--- src/rtl/lsu_pkg.sv ---
// lsu_pkg: funct3 codes, LSU FSM states and alignment helpers shared by the MEM-stage LSU.
package lsu_pkg;

  localparam logic [7:0] F3_B  = 8'd0;
  localparam logic [7:0] F3_H  = 8'd1;
  localparam logic [7:0] F3_W  = 8'd2;
  localparam logic [7:0] F3_BU = 8'd4;
  localparam logic [7:0] F3_HU = 8'd5;

  typedef enum logic [1:0] {
    IDLE,
    REQ,
    WAIT
  } state_t;

  function automatic logic is_half(input logic [7:0] f3);
    return (f3 == F3_H) || (f3 == F3_HU);
  endfunction

  function automatic logic misaligned(
    input logic [7:0] f3,
    input logic [1:0] lo
  );
    return (is_half(f3) && lo[0]) ||
           ((f3 == F3_W) && (lo != 2'b00));
  endfunction

  // Natural alignment: halves drop bit 0, words drop both bits.
  function automatic logic [1:0] align_lane(
    input logic [7:0] f3,
    input logic [1:0] lo
  );
    if (is_half(f3))  return {lo[1], 1'b0};
    if (f3 == F3_W)   return 2'b00;
    return lo;
  endfunction

endpackage

--- src/rtl/lsu_storealign.sv ---
// lsu_storealign: byte enables and lane-replicated write data for a store.
module lsu_storealign
  import lsu_pkg::*;
(
  input  logic [7:0]  funct3,
  input  logic [1:0]  lane,
  input  logic [31:0] storedata,
  output logic [3:0]  ben,
  output logic [31:0] wdata
);

  always_comb begin
    ben   = 4'b1111;
    wdata = storedata;
    unique case (1'b1)
      (funct3 == F3_B): begin
        ben   = 4'(4'b0001 << lane);
        wdata = {4{storedata[7:0]}};
      end
      (funct3 == F3_H): begin
        ben   = 4'(4'b0011 << lane);
        wdata = {2{storedata[15:0]}};
      end
      default: begin
        ben   = 4'b1111;
        wdata = storedata;
      end
    endcase
  end

endmodule

--- src/rtl/lsu_memctrl.sv ---
// lsu_memctrl: MEM-stage load/store controller (req/gnt/rvalid data bus).
// Build option LSU_MISALIGN_TRAP_EN: trap misaligned accesses instead of realigning.
module lsu_memctrl
  import lsu_pkg::*;
#(
  parameter int AW      = 32,
  parameter int DW      = 32,
  parameter int TIMEOUT = 255
) (
  input  logic          clk,
  input  logic          rstn,
  input  logic          reqvalid,
  output logic          reqready,
  input  logic          isload,
  input  logic          isstore,
  input  logic [7:0]    funct3,
  input  logic [AW-1:0] addr,
  input  logic [DW-1:0] storedata,
  output logic          memreq,
  output logic          memwe,
  output logic [AW-1:0] memaddr,
  output logic [DW-1:0] memwdata,
  output logic [3:0]    memben,
  input  logic          memgnt,
  input  logic          memrvalid,
  input  logic [DW-1:0] memrdata,
  output logic          trueop,
  output logic [7:0]    funct3out,
  output logic [DW-1:0] datatowrite,
  output logic          storedone,
  output logic          stall,
  output logic          misalign,
  output logic          buserr
);

  localparam logic [7:0] TLAST = 8'(TIMEOUT - 1);

  state_t      state, state_nx;
  logic [1:0]  lane, lane_al;
  logic [7:0]  cnt;
  logic        go, dual, mis;
  logic [3:0]  ben_c;
  logic [31:0] wdata_c;

  assign dual = reqvalid & isload & isstore;
  assign go   = reqvalid & (isload ^ isstore);

`ifdef LSU_MISALIGN_TRAP_EN
  assign mis     = go & misaligned(funct3, addr[1:0]);
  assign lane_al = addr[1:0];
`else
  assign mis     = 1'b0;
  assign lane_al = align_lane(funct3, addr[1:0]);
`endif

  assign reqready = (state == IDLE);
  assign stall    = (state != IDLE);

  lsu_storealign u_align (
    .funct3    (funct3),
    .lane      (lane_al),
    .storedata (storedata),
    .ben       (ben_c),
    .wdata     (wdata_c)
  );

  always_ff @(posedge clk) begin
    if (!rstn) state <= IDLE;
    else       state <= state_nx;
  end

  always_comb begin
    state_nx = state;
    unique case (state)
      IDLE: if (go && !mis) state_nx = REQ;
      REQ:  if (memgnt) state_nx = memwe ? IDLE : WAIT;
      WAIT: if (memrvalid || cnt == TLAST) state_nx = IDLE;
      default: state_nx = IDLE;
    endcase
  end

  always_ff @(posedge clk) begin
    if (!rstn) begin
      memreq      <= 1'b0;
      memwe       <= 1'b0;
      memaddr     <= '0;
      memwdata    <= '0;
      memben      <= 4'b0000;
      trueop      <= 1'b0;
      storedone   <= 1'b0;
      misalign    <= 1'b0;
      buserr      <= 1'b0;
      datatowrite <= '0;
      funct3out   <= 8'd0;
      lane        <= 2'b00;
      cnt         <= 8'd0;
    end else begin
      trueop    <= 1'b0;
      storedone <= 1'b0;
      misalign  <= 1'b0;
      buserr    <= 1'b0;
      memreq    <= (state_nx == REQ);
      unique case (state)
        IDLE: begin
          if (dual) begin
            buserr <= 1'b1;
          end else if (go) begin
            funct3out <= funct3;
            lane      <= lane_al;
            if (mis) begin
              misalign <= 1'b1;
            end else begin
              memaddr  <= {addr[AW-1:2], 2'b00};
              memwe    <= isstore;
              memben   <= ben_c;
              memwdata <= wdata_c;
            end
          end
        end
        REQ: begin
          cnt <= 8'd0;
          if (memgnt && memwe) storedone <= 1'b1;
        end
        WAIT: begin
          cnt <= cnt + 8'd1;
          if (memrvalid) begin
            datatowrite <= memrdata >> {lane, 3'b000};
            trueop      <= 1'b1;
          end else if (cnt == TLAST) begin
            buserr <= 1'b1;
          end
        end
        default: ;
      endcase
    end
  end

endmodule
--- config.mk ---
export PLATFORM = sky130hd
export DESIGN_NAME = lsu_memctrl
export DESIGN_NICKNAME = d
export VERILOG_FILES = /design/src/rtl/lsu_pkg.sv /design/src/rtl/lsu_storealign.sv /design/src/rtl/lsu_memctrl.sv
export SDC_FILE = /design/constraint.sdc
export NUM_CORES = 1
export LEC_CHECK = 0
export ABC_CLOCK_PERIOD_IN_PS = 2090
export BUFFER_PORTS_ARGS = -buffer_cell sky130_fd_sc_hd__buf_4
export CAP_MARGIN = 20
export CELL_PAD_IN_SITES_DETAIL_PLACEMENT = 2
export CELL_PAD_IN_SITES_GLOBAL_PLACEMENT = 2
export CORE_MARGIN = 1
export CORE_UTILIZATION = 27
export CTS_BUF_LIST = sky130_fd_sc_hd__clkbuf_16
export DETAILED_ROUTE_END_ITERATION = 8
export PLACE_DENSITY = 0.88
export SLEW_MARGIN = 10
export SYNTH_ARGS = -nofsm -noshare
export SYNTH_HDL_FRONTEND = slang
export SYNTH_SLANG_ARGS = --single-unit
--- constraint.sdc ---
create_clock -name clk -period 2.09 [get_ports clk]
set_input_delay 0.418 -clock clk [delete_from_list [all_inputs] [get_ports clk]]
set_output_delay 0.418 -clock clk [all_outputs]
set_load 0.05 [all_outputs]
==> results by group <==
Setup path
  • Critical Path Sink Type: output port
  • Family with the most delay on the worst path: buffers and inverters
  • Max incr delay on CP: between 0.3 and 0.4 ns
  • CP most frequent cell: inv_1
  • Startpoint Class: flip-flop
  • Worst Path Arrival: between 1.5 and 2 ns
  • Critical path peak fanout: 6
  • Worst path bufs/invs: 3
  • Crit-path cells: inv_1 > ha_1 > inv_1 > buf_4
  • Critical path data required time: 1.67 ns
  • Worst Setup Path Type: reg -> out
  • Slowest stage cell, crit path: dfxtp_1

Cells and area
  • Multi-input combinational cell area: 0.00269 mm^2
  • Fill cells: around 2200
  • Non-Filler Instances: between 1000 and 1500
  • Register Area: around 0.0025 mm^2
  • Fin area: a little under 0.008 mm^2
  • Fraction of layout cells with a size suffix above 1: 36.6%
  • Final core utilization: about two fifths
  • Antenna diodes: 0
  • Nets: between 900 and 1000
  • Layout area overhead: 46.7%

Power
  • Total Power: just under 7 mW
  • Switching Fraction: between 30% and 40%
  • Flop pwr share: 37.5%
  • Comb pwr share: between 20 and 25%
  • Maximum vdd drop: approximately 0.57 mV
  • Power Internal: about 4.6 mW
  • Psw: 2.20 mW
  • Clock power frac: between 40% and 50%
  • Power per cell area: between 800 and 900 mW/mm^2
  • Leakage power: 3.57 nW

Global routing
  • Number of global-route vias before repair: 5685
  • Global Route Usage Sum: around a fifth
  • GRT Residual Overflow: 0
  • Largest net degree at the start of global routing: 47
  • Initial antenna violation count: 0
  • First-pass GRT wire length: ~31000 um

Synthesis
  • Post-synth cell types: 43
  • Post-synthesis cell count: 595
  • Ys flop type: dfxtp_1
  • Synth Register Bits: between 100 and 150
  • Top cells by area, synth: dfxtp_1, nand2_1, mux2i_1, a21boi_0, mux2_2
  • Area leader, netlist: dfxtp_1
  • Top cell type's share of synthesized area: 45.4%
  • Synthesis warning total: 0
  • Asr flop ratio synth: 0%
  • Sequential area share after synthesis: between 40 and 50%
  • Post-synth EDFFs: 0
  • Mapped cell area: roughly 0.0054 mm^2
  • Post-synthesis average cell area: slightly above 9 um^2

Clock tree
  • Root Driver: clkbuf_16
  • CTS tree: yes
  • Worst-path clk slew: ~0.06 ns
  • CTS sink cnt: approximately 120
  • H-tree levels: 4
  • Post-CTS Hold Buffers: 0
  • TritonCTS Buffers: 17
  • Clk Latency, worst-skew pair: roughly 0.42 ns
  • Max Root-Sink Buffers: 2

Route
  • ANT nets after route: 0
  • DRC Markers: 0
  • Via count: approximately 5300
  • WL/cell: 18.6 um
  • Drt first pass iters: 4
  • Initial DRC count: 110
  • Final wirelength: approximately 20000 um
  • DR vias/cell: around 4.9

Job
  • Maxcap violations: 0

STA
  • Final setup viols: 0
  • Worst Slack Setup Final: between 0.15 and 0.2 ns
  • Worst Max-Slew Pin Slew: 0.672 ns
  • Worst hold margin: between 0.2 and 0.25 ns
  • F_max: about 520 MHz
  • Max Clock Skew: 0.00740 ns
  • Final Max Slew Viols: 0
  • RSZ-0062 raised after global routing: false
  • Slew HR: a little under three fifths
  • Setup TNS: 0 ns
  • Final hold vios: 0
  • Min Tclk post-route: just under 2 ns
  • Period utilization: 92.6%

Placed design
  • Dpl hpwl: about 15000 um
  • Post-placement setup slack: between 0.15 and 0.2 ns
  • DP Area: about 0.0074 mm^2
  • I/O Buffers: approximately 220
  • Final Wtd Congestion: around 0.77
  • Placed Cells: 1056

Die
  • I/O pin cnt: between 200 and 250
  • Area of the die: about 0.021 mm^2
  • Site Rows: 51
  • Die width: between 100 and 150 um
  • Core Region: approximately 0.02 mm^2
  • Initial Util: 27.7%
  • Die Y-Extent: about 140 um

Outcome
  • Outcome: complete, no violations

Hold path
  • Hold Path Class: in -> reg
## cell families (layout without fill, tap and decap cells)
| family | Yosys count | after routing | synth area share [%] |
|---|---|---|---|
| muxes | 57 | 57 | 11.1 |
| buffers and inverters | 56 | 281 | 5.33 |
| and+or+nand+nor | 182 | 182 | 14.9 |
| AOI/OAI and AO/OA | 165 | 165 | 21.0 |
| DFF | 123 | 123 | 45.4 |
| xor gates and xnor gates | 5 | 5 | 0.808 |
| adders and majority gates | 6 | 6 | 1.39 |
| other | 1 | 3 | 0.0692 |
## area by class of cell
type                            count  share of cell area (%)
Multi-Input combinational cell    418                    33.8
Clock buffer                       17                    5.35
Timing Repair Buffer              241                    23.7
Tap cell                          265                    4.17
Sequential cell                   123                    31.0
Inverter                            9                   0.425
Clock inverter                     14                    1.57
## power by group through the flow
stage                     Clock [mW]  Combinational (mW)  Sequential [mW]
after floorplan                    0               0.469             3.04
after global placement             0                1.47             2.60
after detailed placement           0                1.50             2.61
after CTS                       2.85                1.51             2.56
after global routing            2.97                1.59             2.58
final                           2.78                1.50             2.56
## worst register-to-register path: stages, from the launching register on
cell	delay, ns
dfxtp_1	0.34
inv_1	0.13
ha_1	0.31
and3_2	0.28
buf_12	0.19
buf_12	0.22
o21ai_0	0.10
a21oi_1	0.19
## Yosys cell counts (all sizes together), types with 2 or more instances
library cell,n
nor3,2
dfxtp,123
o211a,8
mux2i,33
nand4,4
inv,8
nor2,12
nand2,119
o21bai,2
a22oi,16
o21ai,36
xor2,4
and2,3
a21oi,25
and3,2
buf,27
and4,2
nand3,14
nand2b,2
a21boi,57
ha,6
a221o,8
nor2b,18
clkbuf,20
mux2,24
o211ai,8
or3,2
a221oi,2
## state kept, by name, indices dropped and copies added, names as in the netlist
register and flops:
trueop 1, lane 2, buserr 1, memwe 1
memben 4, memaddr 30, state 2, memwdata 32
datatowrite 32, cnt 8, storedone 1, funct3out 8
memreq 1
## per-layer routing
metal | global-route usage, % | up-vias | wire length (um)
met3 | 6.66 | 31 | 1410
met2 | 35.4 | 151 | 10200
met1 | 21.6 | 2605 | 8110
met4 | 8.01 | 0 | 473
li1 | - | 2500 | -
met5 | 0 | - | 0
## placed cells by master, fill, tap and decap left out, types with 3 or more instances in the layout
cell type / instances
a22oi_1: 16
nand4_1: 4
conb_1: 3
o211a_1: 8
inv_1: 8
nor2b_1: 18
buf_4: 235
buf_12: 6
nor2_1: 11
xor2_1: 4
clkinv_4: 3
a221o_1: 8
and2_1: 3
a21oi_1: 25
o211ai_1: 8
dfxtp_1: 123
nand2_1: 118
o21ai_0: 36
nand3_1: 13
clkbuf_16: 17
a21boi_1: 16
clkinvlp_4: 5
mux2i_1: 33
mux2_2: 24
a21boi_0: 41
ha_1: 6
## worst paths after layout
kind / startpoint / end / slack, ns / cells past startpoint
hold / removal: addr[15] / memaddr[15] / 0.25 / 3
setup / recovery: state[1] / stall / 0.16 / 4
setup reg to reg: state[1] / memwdata[14] / 0.23 / 7
hold reg to reg: memaddr[15] / memaddr[15] / 0.46 / 2
## repair_timing
| action | CTS | global route |
|---|---|---|
| endpoints found under the setup margin | 0 | 12 |
| gates resized for setup | 0 | 2 |
| setup buffers | 0 | 0 |
No activity file was read; power rests on OpenSTA's default activity.
